## src/rtl/twiddle_mul_s1.sv

```systemverilog
// Twiddle multiplier between SDF butterfly stages 1 and 2 of a 32-point DIF FFT.
// Each sample is tagged with its frame index. Indices 0..15 pass through with
// W = 1. Indices 16..31 are multiplied by W32^(idx-16) = cos - j*sin.
// The pipeline has three stages: operand/coefficient register, product
// register, then round, saturate and output register.
module twiddle_mul_s1 #(
  parameter int DATA_W  = 12,
  parameter int TW_W    = 12,
  parameter int TW_FRAC = 10
) (
  input  logic                     clk,
  input  logic                     rst,
  input  logic                     in_valid,
  input  logic                     in_first,
  input  logic signed [DATA_W-1:0] in_real,
  input  logic signed [DATA_W-1:0] in_imag,
  output logic                     out_valid,
  output logic [4:0]               out_index,
  output logic signed [DATA_W-1:0] out_real,
  output logic signed [DATA_W-1:0] out_imag
);

  localparam int PW = DATA_W + TW_W;   // full product width
  localparam int SW = PW + 1;          // sum/difference width

  localparam logic signed [SW-1:0] RND    = SW'(2 ** (TW_FRAC - 1));
  localparam logic signed [SW-1:0] SAT_HI = SW'((2 ** (DATA_W - 1)) - 1);
  localparam logic signed [SW-1:0] SAT_LO = SW'(-(2 ** (DATA_W - 1)));

  // Quarter-wave-plus coefficient tables, Q1.10: W32^k = COS[k] - j*SIN[k]
  localparam int COS_ROM [16] = '{1024, 1004, 946, 851, 724, 569, 392, 200,
                                  0, -200, -392, -569, -724, -851, -946, -1004};
  localparam int SIN_ROM [16] = '{0, 200, 392, 569, 724, 851, 946, 1004,
                                  1024, 1004, 946, 851, 724, 569, 392, 200};

  // Frame index counter
  logic [4:0] idx_reg, idx_next, sample_idx;

  // Stage A: operands, coefficient, index, valid
  logic signed [DATA_W-1:0] a_reg, b_reg;
  logic signed [TW_W-1:0]   c_reg, d_reg;
  logic signed [TW_W-1:0]   coef_c, coef_d;
  logic [4:0]               idx_a_reg;
  logic                     vld_a_reg;

  // Stage B: partial products
  logic signed [PW-1:0] ac_reg, bd_reg, ad_reg, bc_reg;
  logic [4:0]           idx_b_reg;
  logic                 vld_b_reg;

  // Stage C: output registers
  logic signed [DATA_W-1:0] out_real_reg, out_imag_reg;
  logic [4:0]               out_index_reg;
  logic                     out_valid_reg;

  // Combinational rounding of the complex product
  logic signed [SW-1:0] re_sum, im_sum, re_rnd, im_rnd, re_shr, im_shr;

  function automatic logic signed [DATA_W-1:0] sat(input logic signed [SW-1:0] v);
    if (v > SAT_HI)
      sat = {1'b0, {(DATA_W-1){1'b1}}};
    else if (v < SAT_LO)
      sat = {1'b1, {(DATA_W-1){1'b0}}};
    else
      sat = v[DATA_W-1:0];
  endfunction

  // Index of the current sample (in_first forces a frame restart) and the
  // counter value for the following sample
  always_comb begin
    sample_idx = in_first ? 5'd0 : idx_reg;
    idx_next   = in_valid ? sample_idx + 5'd1 : idx_reg;
  end

  // Coefficient lookup: unity for the first half of the frame
  always_comb begin
    coef_c = TW_W'(2 ** TW_FRAC);
    coef_d = '0;
    if (sample_idx[4]) begin
      coef_c = TW_W'(COS_ROM[sample_idx[3:0]]);
      coef_d = TW_W'(-SIN_ROM[sample_idx[3:0]]);
    end
  end

  // Index counter advances only on accepted samples
  always_ff @(posedge clk or posedge rst) begin
    if (rst)
      idx_reg <= '0;
    else
      idx_reg <= idx_next;
  end

  // Stage A: capture operands and the selected coefficient
  always_ff @(posedge clk or posedge rst) begin
    if (rst) begin
      a_reg     <= '0;
      b_reg     <= '0;
      c_reg     <= '0;
      d_reg     <= '0;
      idx_a_reg <= '0;
      vld_a_reg <= 1'b0;
    end else begin
      a_reg     <= in_real;
      b_reg     <= in_imag;
      c_reg     <= coef_c;
      d_reg     <= coef_d;
      idx_a_reg <= sample_idx;
      vld_a_reg <= in_valid;
    end
  end

  // Stage B: four signed partial products
  always_ff @(posedge clk or posedge rst) begin
    if (rst) begin
      ac_reg    <= '0;
      bd_reg    <= '0;
      ad_reg    <= '0;
      bc_reg    <= '0;
      idx_b_reg <= '0;
      vld_b_reg <= 1'b0;
    end else begin
      ac_reg    <= PW'(a_reg) * PW'(c_reg);
      bd_reg    <= PW'(b_reg) * PW'(d_reg);
      ad_reg    <= PW'(a_reg) * PW'(d_reg);
      bc_reg    <= PW'(b_reg) * PW'(c_reg);
      idx_b_reg <= idx_a_reg;
      vld_b_reg <= vld_a_reg;
    end
  end

  // Combine products, round half up, drop the fractional bits
  always_comb begin
    re_sum = SW'(ac_reg) - SW'(bd_reg);
    im_sum = SW'(ad_reg) + SW'(bc_reg);
    re_rnd = re_sum + RND;
    im_rnd = im_sum + RND;
    re_shr = re_rnd >>> TW_FRAC;
    im_shr = im_rnd >>> TW_FRAC;
  end

  // Stage C: saturated outputs; data holds across bubbles
  always_ff @(posedge clk or posedge rst) begin
    if (rst) begin
      out_real_reg  <= '0;
      out_imag_reg  <= '0;
      out_index_reg <= '0;
      out_valid_reg <= 1'b0;
    end else begin
      out_valid_reg <= vld_b_reg;
      if (vld_b_reg) begin
        out_real_reg  <= sat(re_shr);
        out_imag_reg  <= sat(im_shr);
        out_index_reg <= idx_b_reg;
      end
    end
  end

  assign out_valid = out_valid_reg;
  assign out_index = out_index_reg;
  assign out_real  = out_real_reg;
  assign out_imag  = out_imag_reg;

endmodule

```

## config.mk

```make
export PLATFORM = sky130hd
export DESIGN_NAME = twiddle_mul_s1
export DESIGN_NICKNAME = d
export VERILOG_FILES = /design/src/rtl/twiddle_mul_s1.sv
export SDC_FILE = /design/constraint.sdc
export NUM_CORES = 2
export LEC_CHECK = 0
export ABC_AREA = 1
export CORE_ASPECT_RATIO = 1.75
export CORE_MARGIN = 2
export CORE_UTILIZATION = 47
export CTS_CLUSTER_SIZE = 10
export DETAILED_ROUTE_END_ITERATION = 8
export HOLD_SLACK_MARGIN = 0.02
export PLACE_DENSITY = 0.73
export SLEW_MARGIN = 5
export SYNTH_ARGS = -nofsm -noshare
export SYNTH_HDL_FRONTEND = slang
export SYNTH_SLANG_ARGS = --single-unit
```

## constraint.sdc

```tcl
create_clock -name clk -period 16.7 [get_ports clk]
set_input_delay 2.505 -clock clk [delete_from_list [all_inputs] [get_ports clk]]
set_output_delay 2.505 -clock clk [all_outputs]
set_load 0.005 [all_outputs]
```

### Word-level counts from Yosys, hierarchy flattened

Memory sizes are Yosys's and may differ from the RTL's.
Cells that the tools add are included.
Widths: inputs -> output; s select.

* register bits: 191
* ROM bits: 1024
* bits of input ports: 28
* output and inout port bits: 30
* word-level logic and storage cells: 46
* memories kept: 2

Memory list
* (name not given): depth 16, width 32, read ports 1, clocked after Yosys merged registers in 0, wr ports 0, RTL line 81 `coef_d = TW_W'(-SIN_ROM[sample_idx[3:0]]);`
* (name not given): depth 16, width 32, read ports 1, clocked after Yosys merged registers in 0, wr ports 0, RTL line 80 `coef_c = TW_W'(COS_ROM[sample_idx[3:0]]);`

* $add $sub $neg: 6
* multipliers: 4
* order comparisons: 5
* mux-type cells: 11
* bitwise operators: 1

Operator list (number)
* $mux 12: 10
* $mul 12x12->24: 4
* $add 25x11->25 const B: 2
* $gt 15x12->1 const B: 2
* $lt 15x12->1 const B: 2
* $add 24x24->25: 1
* $sub 24x24->25: 1
* $neg 12->12: 1
* $add 5x1->5 const B: 1
* $ge 5x5->1 const B: 1
* $mux 5: 1
* $not 4->5: 1

### Depth between registers and ports, before layout

* depth after elaboration: 7
* depth in mapped cells: 23
* gate-level depth less buffers: 22

### Least setup slack after synthesis

OpenSTA, ideal clock, no wires.

* path kind: reg-to-reg
* start point: register a_reg[11]
* end point: register ac_reg[21]
* setup time: 116 ps
* arrival time: 4811 ps
* required time: 16584 ps
* slack: 11773 ps
* stages on the path, launching flop included: 23
* buffers on the path: 1
* clock period less this slack: 4927 ps
* cell sequence: dfrtp_1 > clkbuf_1 > nand2_1 > inv_1 > fa_1 > inv_1 > fa_1 > fa_1 > inv_1 > fa_1 > inv_1 > fa_1 > inv_1 > ha_1 > nand2_1 > inv_1 > nand4_1 > o211ai_1 > a21boi_0 > o21ai_0 > nand2_1 > nand3_1 > nand2_1

* longest elaborated chain between the ends: 1

Ends and longest elaborated chain
* from (decl): RTL line 40 `logic signed [DATA_W-1:0] a_reg, b_reg;`
* from (signal assigned): RTL line 103 `a_reg <= in_real;`
* $mul 12x12->24: RTL line 122 `ac_reg <= PW'(a_reg) * PW'(c_reg);`
* to (signal assigned): RTL line 122
* to (decl): RTL line 47 `logic signed [PW-1:0] ac_reg, bd_reg, ad_reg, bc_reg;`

Every way passes these cells.
A chain may end at the register's enable or synchronous reset.

### Worst setup path after layout

* start point: register c_reg[3]
* end point: register ac_reg[22]

* longest elaborated chain between the ends: 1

Ends and longest elaborated chain
* from (decl): RTL line 41 `logic signed [TW_W-1:0] c_reg, d_reg;`
* from (signal assigned): RTL line 105 `c_reg <= coef_c;`
* $mul 12x12->24: RTL line 122

Every way passes these cells.

==> out/metrics.yaml <==
drt-total-wl_mm: 78.3
grt_setup_unrepaired: "false"
met3_usage: 0.0289
vdd_ir_drop_max_mv: 0.0858
period_needed_ns: 5.92
die_w_um: 199
start_util: 0.473
routedWlPerCell_um: 16.7
layout-drive-gt1-share: 0.0268
fin_nets: 4668
drt_iter0_drc: 1349
status: "completed"
whs_path_depth: 0
synth_nets: 4666
grt_overflow: 0
grt_pass1_vias: 25538
clk_root_buffer_cell: "clkbuf_16"
total_power_mw: 1.15
vias: 23906
ys_seq_elements: 188
synthesis.area_um2: 31300
cts_hold_buf: 0
async_reset_ff_frac: 1.00
cts_tree: "yes"
via_per_inst: 5.10
cts_resized: 0
synth_area_leaders: "fa_1 35%, dfrtp_1 15%, ha_1 12%, inv_1 12%, nand2_1 11%"
yosys.area.top_type_share: 0.353
criticalPathCategory: "flip-flop to flip-flop"
yosys.area.top_type: "fa_1"
fmax_mhz: 169
worstPathRequired_ns: 17.12
yosysUniqueCellTypes: 45
critPathCaptureType: "flip-flop"
final_hold_viol_count: 0
busiest_layer: "met2"
antenna_found_initial: 0
avgSynthCellArea_um2: 8.26
die_area_um2: 68700
worst_pin_slew_ns: 1.20
pin_count: 58
grt_pass1_wl_mm: 128
cts_setup_buffers: 0
dp_hpwl_mm: 64.2
critPathMaxFanout: 24
post-route-util: 0.505
htreeDepth: 4
die_h_um: 345
place.gp.congestion: 0.929
grt_max_degree: 125
yosys_warnings: 0
synth.cells.most_frequent: "1,000 x inv_1, 919 x nand2_1, 552 x fa_1"
synth_ff_type: "dfrtp_1"
power.density_nw_per_um2: 34.4
slew_headroom: 0.196
antenna_cells: 0
coreArea_um2: 66200
grt.total_usage: 0.243
dp_cells: 4656
finClkSkew_ns: 0.0181
drv_slew: 0
cts.sinks: 188
instances_no_fill: 4688
fin_tns_setup_ns: 0
synth_most_common_cell: "inv_1"
grt_use_met2: 0.431
syn_to_final_growth_pct: 6.77
synth_edf_count: 0
arrival_ns: 6.34
drtAntennaViolNets: 0
portBuffers: 57
setup_viol: 0
hold_slack_ns: 0.348
hold_class: "flip-flop to flip-flop"
p_leak_nw: 19.3
route.detailed.drc: 0
synthCells: 3784
startpoint_type: "flip-flop"
rows: 125
fin_crit_sh: 0.355
reg2reg_depth: 15
drt-pass1-iter-count: 6
cts.path.max_buffers: 2
ys_seq_area_frac: 0.150
clk_pin_slew_ns: 0.08
drv_cap: 0
numCtsBuffers: 17
gr-usage-met1: 0.259
clock_latency_ns: 0.51
==> cell type report <==
cell class,count,area (µm²)
Clock buffer,17,425
Clock inverter,15,178
Fill cell,6221,32800
Inverter,1008,3790
Multi-Input combinational cell,2481,22400
Sequential cell,188,4700
Tap cell,889,1110
Timing Repair Buffer,90,818
==> per-stage QoR <==
step | area (µm²) | setup slack, ns
6_report | 33400 | 10.78
5_1_grt | 33400 | 10.47
4_1_cts | 33400 | 10.86
3_5_place_dp | 32800 | 10.92
3_3_place_gp | 32800 | 10.97
2_1_floorplan | 31300 | 9.08
==> final timing paths <==
kind / slack [ns] / to / start
max: 10.78 / ac_reg[22] / c_reg[3]
min: 0.35 / vld_b_reg / vld_a_reg
max reg2reg: 10.78 / ac_reg[22] / c_reg[3]
min reg2reg: 0.35 / vld_b_reg / vld_a_reg
max in group asynchronous: 12.73 / bd_reg[22] / rst
min in group asynchronous: 2.59 / ad_reg[1] / rst
==> layer usage <==
metal / up-vias / wire length (µm)
met5: - / 0
met4: 0 / 6890
met3: 256 / 3560
met2: 727 / 40900
met1: 11830 / 26900
li1: 11093 / -
==> power breakdown <==
| part | leakage, nW | switching [mW] | internal [mW] |
|---|---|---|---|
| registers | 2.41 | 0.0167 | 0.476 |
| logic | 16.6 | 0.144 | 0.0852 |
| clock network | 0.286 | 0.214 | 0.213 |
==> layout by cell type (no fill, tap or decap), types with 29 or more instances in the layout <==
master,n
a21oi_1,154
nand4_1,29
dfrtp_1,188
fa_1,552
inv_1,999
nor2_1,175
clkdlybuf4s50_1,57
buf_4,33
o21ai_0,76
xnor2_1,54
nand3_1,52
xor2_1,71
nand2_1,919
ha_1,302
==> cell families (layout without fill, tap and decap cells) <==
kind of cell             count (synthesis)  in the layout  share of synthesized area
buffers and inverters                 1115           1130                      0.135
flip-flops                             188            188                      0.150
AO/OA/AOI/OAI                          285            285                     0.0508
adder cells (fa/ha/maj)                854            854                      0.474
XOR/XNOR                               125            125                     0.0350
AND/OR/NAND/NOR                       1217           1217                      0.155
==> worst max-delay path: stages (launching register included) <==
cell	delay, ns
dfrtp_1	0.98
nand2_1	0.29
fa_1	0.65
inv_1	0.13
fa_1	0.65
inv_1	0.12
fa_1	0.56
fa_1	0.42
fa_1	0.51
inv_1	0.05
ha_1	0.36
nand2_1	0.14
nor4_1	0.48
nand4_1	0.19
nand3_1	0.16
xor2_1	0.16
Note: power is estimated with default switching activity, not from simulation.
